<file path="src/rtl/coin_acceptor.sv">
// coin_acceptor -- debounced two-channel coin sensor front end.
//
// Each raw sensor goes through a 2-flop synchronizer and a debouncer;
// the rising edge of a debounced level is a coin event. Accepted events
// are queued in a 2-entry FIFO. An output FSM (IDLE/EMIT/GAP) replays
// them as one-cycle 3'b001 pulses with enforced spacing between pulses.
//
// Ports:
//   clk           rising-edge clock
//   rst           asynchronous reset, active low
//   coin5_raw     bouncy 5-unit sensor (asynchronous)
//   coin10_raw    bouncy 10-unit sensor (asynchronous)
//   accept_en     1 = accept coins, 0 = reject them
//   coin5/coin10  3'b001 for one cycle per emitted coin
//   reject        one-cycle pulse per discarded coin event
//   busy          FIFO non-empty or FSM not IDLE
//   total_value   running coin value, saturating (only with COIN_COUNT_EN)
//
// Optional feature: define COIN_COUNT_EN to add the total_value output.

// Per-channel synchronizer + debouncer + rise detector.
module coin_acceptor_chan #(
    parameter int unsigned DEBOUNCE_CYCLES = 16
) (
    input  logic clk,
    input  logic rst,
    input  logic raw,
    output logic ev
);
    logic       sync1_q, sync2_q;
    logic       lvl_q, lvl_d, prev_q, ev_q;
    logic [7:0] cnt_q, cnt_d;

    // Any sample equal to the current level restarts the run count.
    always_comb begin
        lvl_d = lvl_q;
        cnt_d = 8'd0;
        if (sync2_q != lvl_q) begin
            if (cnt_q == 8'(DEBOUNCE_CYCLES - 1)) lvl_d = sync2_q;
            else                                  cnt_d = cnt_q + 8'd1;
        end
    end

    always_ff @(posedge clk or negedge rst) begin
        if (!rst) begin
            sync1_q <= 1'b0;
            sync2_q <= 1'b0;
            lvl_q   <= 1'b0;
            cnt_q   <= 8'd0;
            prev_q  <= 1'b0;
            ev_q    <= 1'b0;
        end else begin
            sync1_q <= raw;
            sync2_q <= sync1_q;
            lvl_q   <= lvl_d;
            cnt_q   <= cnt_d;
            prev_q  <= lvl_q;
            ev_q    <= lvl_q & ~prev_q;
        end
    end

    assign ev = ev_q;
endmodule

module coin_acceptor #(
    parameter int unsigned DEBOUNCE_CYCLES = 16,
    parameter int unsigned GAP_CYCLES      = 4
) (
    input  logic       clk,
    input  logic       rst,
    input  logic       coin5_raw,
    input  logic       coin10_raw,
    input  logic       accept_en,
    output logic [2:0] coin5,
    output logic [2:0] coin10,
    output logic       reject,
    output logic       busy
`ifdef COIN_COUNT_EN
    ,
    output logic [7:0] total_value
`endif
);
    localparam int NUM_LANES = 2;   // lane 0 = 5-unit, lane 1 = 10-unit

    // The IDLE cycle that re-arbitrates after GAP is part of the spacing,
    // so GAP itself is held one cycle less. GAP never lasts under one cycle.
    localparam logic [3:0] GAP_LOAD = (GAP_CYCLES >= 2) ? 4'(GAP_CYCLES - 2) : 4'd0;

    typedef enum logic [1:0] {IDLE, EMIT, GAP} state_t;

    logic [NUM_LANES-1:0] raw, ev;
    assign raw = {coin10_raw, coin5_raw};

    for (genvar g = 0; g < NUM_LANES; g++) begin : g_lane
        coin_acceptor_chan #(.DEBOUNCE_CYCLES(DEBOUNCE_CYCLES)) u_chan (
            .clk (clk),
            .rst (rst),
            .raw (raw[g]),
            .ev  (ev[g])
        );
    end

    state_t     state_q;
    logic [3:0] gap_q;
    logic [2:0] coin5_q, coin10_q;
    logic       reject_q, reject_d;

    // FIFO entry: 0 = 5-unit coin, 1 = 10-unit coin.
    logic [1:0] mem_q, mem_d;
    logic       wr_q, wr_d, rd_q, rd_d;
    logic [1:0] fcnt_q, fcnt_d;
    logic       push, pop, head;

    assign head = mem_q[rd_q];
    assign pop  = (state_q == EMIT);

    // Simultaneous events are ambiguous, so both are dropped as one reject.
    always_comb begin
        push     = 1'b0;
        reject_d = 1'b0;
        if (ev[0] && ev[1]) begin
            reject_d = 1'b1;
        end else if (ev[0] || ev[1]) begin
            if (!accept_en || fcnt_q == 2'd2) reject_d = 1'b1;
            else                              push     = 1'b1;
        end
    end

    always_comb begin
        mem_d = mem_q;
        if (push) mem_d[wr_q] = ev[1];
        wr_d   = wr_q ^ push;
        rd_d   = rd_q ^ pop;
        fcnt_d = fcnt_q + {1'b0, push} - {1'b0, pop};
    end

    always_ff @(posedge clk or negedge rst) begin
        if (!rst) begin
            mem_q    <= 2'b00;
            wr_q     <= 1'b0;
            rd_q     <= 1'b0;
            fcnt_q   <= 2'd0;
            reject_q <= 1'b0;
        end else begin
            mem_q    <= mem_d;
            wr_q     <= wr_d;
            rd_q     <= rd_d;
            fcnt_q   <= fcnt_d;
            reject_q <= reject_d;
        end
    end

    // Output FSM; pulse registers are loaded on entry to EMIT so the
    // pulse coincides with the EMIT cycle (the pop happens as EMIT ends).
    always_ff @(posedge clk or negedge rst) begin
        if (!rst) begin
            state_q  <= IDLE;
            gap_q    <= 4'd0;
            coin5_q  <= 3'b000;
            coin10_q <= 3'b000;
        end else begin
            case (state_q)
                IDLE: if (fcnt_q != 2'd0) begin
                    state_q  <= EMIT;
                    coin5_q  <= {2'b00, ~head};
                    coin10_q <= {2'b00,  head};
                end
                EMIT: begin
                    state_q  <= GAP;
                    gap_q    <= GAP_LOAD;
                    coin5_q  <= 3'b000;
                    coin10_q <= 3'b000;
                end
                GAP: begin
                    if (gap_q == 4'd0) state_q <= IDLE;
                    else               gap_q   <= gap_q - 4'd1;
                end
                default: state_q <= IDLE;
            endcase
        end
    end

`ifdef COIN_COUNT_EN
    logic [7:0] total_q, total_d;
    logic [8:0] sum;

    always_comb begin
        sum     = {1'b0, total_q} + (head ? 9'd10 : 9'd5);
        total_d = total_q;
        if (state_q == EMIT) total_d = sum[8] ? 8'hFF : sum[7:0];
    end

    always_ff @(posedge clk or negedge rst) begin
        if (!rst) total_q <= 8'd0;
        else      total_q <= total_d;
    end

    assign total_value = total_q;
`endif

    assign coin5  = coin5_q;
    assign coin10 = coin10_q;
    assign reject = reject_q;
    assign busy   = (fcnt_q != 2'd0) || (state_q != IDLE);
endmodule

</file>
<file path="config.mk">
export PLATFORM = sky130hd
export DESIGN_NAME = coin_acceptor
export DESIGN_NICKNAME = d
export VERILOG_FILES = /design/src/rtl/coin_acceptor.sv
export SDC_FILE = /design/constraint.sdc
export NUM_CORES = 1
export LEC_CHECK = 0
export ABC_CLOCK_PERIOD_IN_PS = 3850
export CAP_MARGIN = 10
export CORE_AREA = 2 2 105 56
export DETAILED_ROUTE_END_ITERATION = 10
export DIE_AREA = 0 0 107 58
export GPL_TIMING_DRIVEN = 1
export PLACE_DENSITY = 0.55
export SYNTH_ARGS = -nofsm -noshare
export SYNTH_HDL_FRONTEND = slang
export SYNTH_HIERARCHICAL = 1
export SYNTH_SLANG_ARGS = --single-unit
</file>
<file path="constraint.sdc">
create_clock -name clk -period 3.85 [get_ports clk]
set_input_delay 0.5775 -clock clk [delete_from_list [all_inputs] [get_ports clk]]
set_output_delay 0.5775 -clock clk [all_outputs]
set_load 0.01 [all_outputs]
</file>
==> metrics.md <==
| Metric | Value |
|---|---|
| Die W | `107 um` |
| CP Buf/Inv Count | `1` |
| Critical Path AT | `1.81 ns` |
| Critical Path Max Stage Delay | `between 0.4 and 0.5 ns` |
| Global-route wire length before repair | `5460 um` |
| Final WL | `3020 um` |
| Setup TNS | `0 ns` |
| Worst R2R Start | `state_q[1]$_DFFE_PN0P_` |
| Post-synth top cells | `41 x dfrtp_1, 11 x o21ai_0, 10 x inv_1` |
| Initial antenna violation count | `0` |
| Worst VDD drop | `~0.00022 V` |
| Placed cells | `239` |
| Setup ws final | `roughly 1.5 ns` |
| Post-synth ARST share | `100%` |
| Via count | `about 1200` |
| Final setup fails | `0` |
| Die Height | `58 um` |
| Main synth FF type | `dfrtp_1` |
| CP Class | `reg2out` |
| DR pass1 iterations | `4` |
| Startpoint Class | `flop` |
| Util after Layout | `approximately 40%` |
| Die area | `around 6200 um^2` |
| Post-synth EDFFs | `0` |
| Place WS | `approximately 1.6 ns` |
| Final ANT Viol Nets | `0` |
| Clock Path Buffers | `2` |
| CP delay by family, top | `simple AND/OR/NAND/NOR gates` |
| Lkg Pwr | `0.932 nW` |
| Largest net degree at the start of global routing | `42` |
| Yosys cell types | `38` |
| Row Count | `19` |
| Largest cells by area after synthesis | `dfrtp_1 56%, ha_1 5.4%, xnor2_1 3.3%` |
| R2R depth | `7` |
| Max Freq | `between 400 and 500 MHz` |
| # IOs | `13` |
| Post-CTS setup buffers | `0` |
| Worst Skew | `between 0.006 and 0.007 ns` |
| CTS tree | `done` |
| Grt ovf | `0` |
| Slowest CP cell | `nor3_1` |
| Mean area per synthesized cell | `~12 um^2` |
| Clk root buf | `clkbuf_8` |
| Share of cells above drive strength 1 | `between 10 and 15%` |
| First DRT Iteration DRCs | `32` |
| Hold Path Cell Cnt | `0` |
| Hold/Removal Path Class | `reg2reg` |
| GRT Overall Usage | `11.5%` |
| Post-route non-filler standard cell count | `247` |
| Max-slew headroom | `39.4%` |
| CTS H-Tree Depth | `2` |
| Post-CTS sizing | `0` |
| Worst-path clk slew | `0.08 ns` |
| Gpl congestion | `just over 0.8` |
| Via-to-Cell Ratio | `4.82` |
| Unrepaired setup endpoints after global routing | `false` |
| Sink Count | `around 40` |
| DRC violation count after routing | `0` |
| Area Overhead vs Synth | `14.5%` |
| Synthesis warning total | `6` |
| Dpl hpwl | `about 2100 um` |
| Vias in the first global route | `1177` |
| Synth top area share | `around 56%` |
| Register bit total from synthesis | `41` |
| Reg2Reg Setup Slack | `2.13 ns` |
| Tmin final | `about 2.4 ns` |
| Worst hold start | `g_lane[0].u_chan/sync1_q$_DFF_PN0_` |
| Initial core utilization | `about a third` |
| Seq/Total Area, Yosys | `a little under three fifths` |
| Final hold vios | `0` |
| Largest fanout on the critical path | `6` |
| Cell Chain, Critical Path | `nor3_1 > nand2b_1 > clkdlybuf4s50_1` |
| Outcome | `completed` |
| Crit. End Element | `output port` |
| Cell with the most instances after synthesis | `dfrtp_1` |
| Clk_lat worst skew | `~0.3 ns` |
| IO buf count | `8` |
| Nets | `between 150 and 200` |
| Slew Viols, Final | `0` |
| TritonCTS buffer count | `5` |
| Post-Syn Instances | `approximately 160` |
| ANT cells | `0` |
| Mapped Area | `1840 um^2` |
| Max cap viols | `0` |
| PwrDens | `about 550 nW/um^2` |
| Area leader, netlist | `dfrtp_1` |
| R2R Path End | `fcnt_q[1]$_DFF_PN0_` |
| Worst Tran Pin Value | `0.909 ns` |
| Period utilization | `61.9%` |
| Hold slack | `between 0.3 and 0.4 ns` |
| WL per Instance | `around 12 um` |
| Worst EP required | `roughly 3.3 ns` |
| Hold path endpoint | `g_lane[0].u_chan/sync2_q$_DFF_PN0_` |
| CTS Hold Buffers Added | `0` |
| Core area | `roughly 5300 um^2` |
[sequential cells by signal (all words and copies together), names as in the netlist]
register,cells
coin5,1
g_lane.u_chan/cnt_q,16
g_lane.u_chan/lvl_q,2
g_lane.u_chan/sync2_q,2
g_lane.u_chan/sync1_q,2
g_lane.u_chan/prev_q,2
coin10,1
state_q,2
wr_q,1
fcnt_q,2
g_lane.u_chan/ev,2
reject,1
gap_q,4
mem_q,2
rd_q,1
[cell families (layout without fill, tap and decap cells)]
kind of cell | after synthesis | in the layout | synth area share, %
fa+ha+maj | 9 | 9 | 5.98
buf+inv | 14 | 26 | 3.67
flops | 41 | 41 | 55.7
compound gates | 35 | 35 | 11.9
other cells | 1 | 4 | 0.204
mux | 6 | 6 | 3.53
xor+xnor | 10 | 10 | 4.76
simple gates | 43 | 43 | 14.3
[layout make-up]
| class | instances | area [um^2] |
|---|---|---|
| Tap cell | 73 | 91.3 |
| Fill cell | 500 | 3190 |
| Timing Repair Buffer | 8 | 75.1 |
| Sequential cell | 41 | 1030 |
| Clock buffer | 6 | 82.6 |
| Inverter | 10 | 37.5 |
| Clock inverter | 2 | 37.5 |
| Multi-Input combinational cell | 107 | 759 |
[cells in the final DEF (no fill, tap or decap), types with 5 or more instances in the layout]
| cell type | count |
|---|---|
| a21oi_1 | 8 |
| clkbuf_8 | 6 |
| clkdlybuf4s50_1 | 7 |
| dfrtp_1 | 41 |
| ha_1 | 8 |
| inv_1 | 10 |
| nand2b_1 | 5 |
| nand3_1 | 6 |
| o21ai_0 | 11 |
| xnor2_1 | 7 |
[where the power goes]
part | total, W | switching (W) | internal, W
Clock | 0.000364 | 0.000153 | 0.000211
Sequential | 0.000549 | 0.0000599 | 0.000489
Combinational | 0.000242 | 0.000123 | 0.000119
[worst max-delay path by stage]
stage / cells after the start / to / slack, ns / startpoint
after floorplan: 7 / fcnt_q[1]$_DFF_PN0_ / 2.18 / accept_en
after global placement: 8 / fcnt_q[1]$_DFF_PN0_ / 1.70 / accept_en
after detailed placement: 8 / fcnt_q[1]$_DFF_PN0_ / 1.63 / accept_en
after CTS: 3 / busy / 1.44 / state_q[0]$_DFFE_PN0P_
after global routing: 3 / busy / 1.31 / state_q[0]$_DFFE_PN0P_
final: 3 / busy / 1.47 / state_q[0]$_DFFE_PN0P_
[worst reg2reg max path, delay by kind of cell, from the launching register on]
family                     cells  cell delay, ns
adders and majority gates      2            0.46
DFF                            1            0.45
xor gates and xnor gates       2            0.31
and+or+nand+nor                1            0.27
buffers and inverters          2            0.15
[through the flow]
step	power [W]	cell area [um^2]
5_1_grt	0.00124	2110
2_1_floorplan	0.000728	1850
4_1_cts	0.00117	2110
6_report	0.00115	2110
3_3_place_gp	0.000790	1990
3_5_place_dp	0.000805	1990
[metal layers]
metal | global-route usage, % | routed length (um) | vias to the layer above
met5 | 0 | 0 | -
met4 | 5.94 | 53 | 0
met3 | 4.27 | 144 | 8
met2 | 16.7 | 1280 | 27
met1 | 15.2 | 1540 | 568
li1 | - | - | 587
Note: power is estimated with default switching activity, not from simulation.
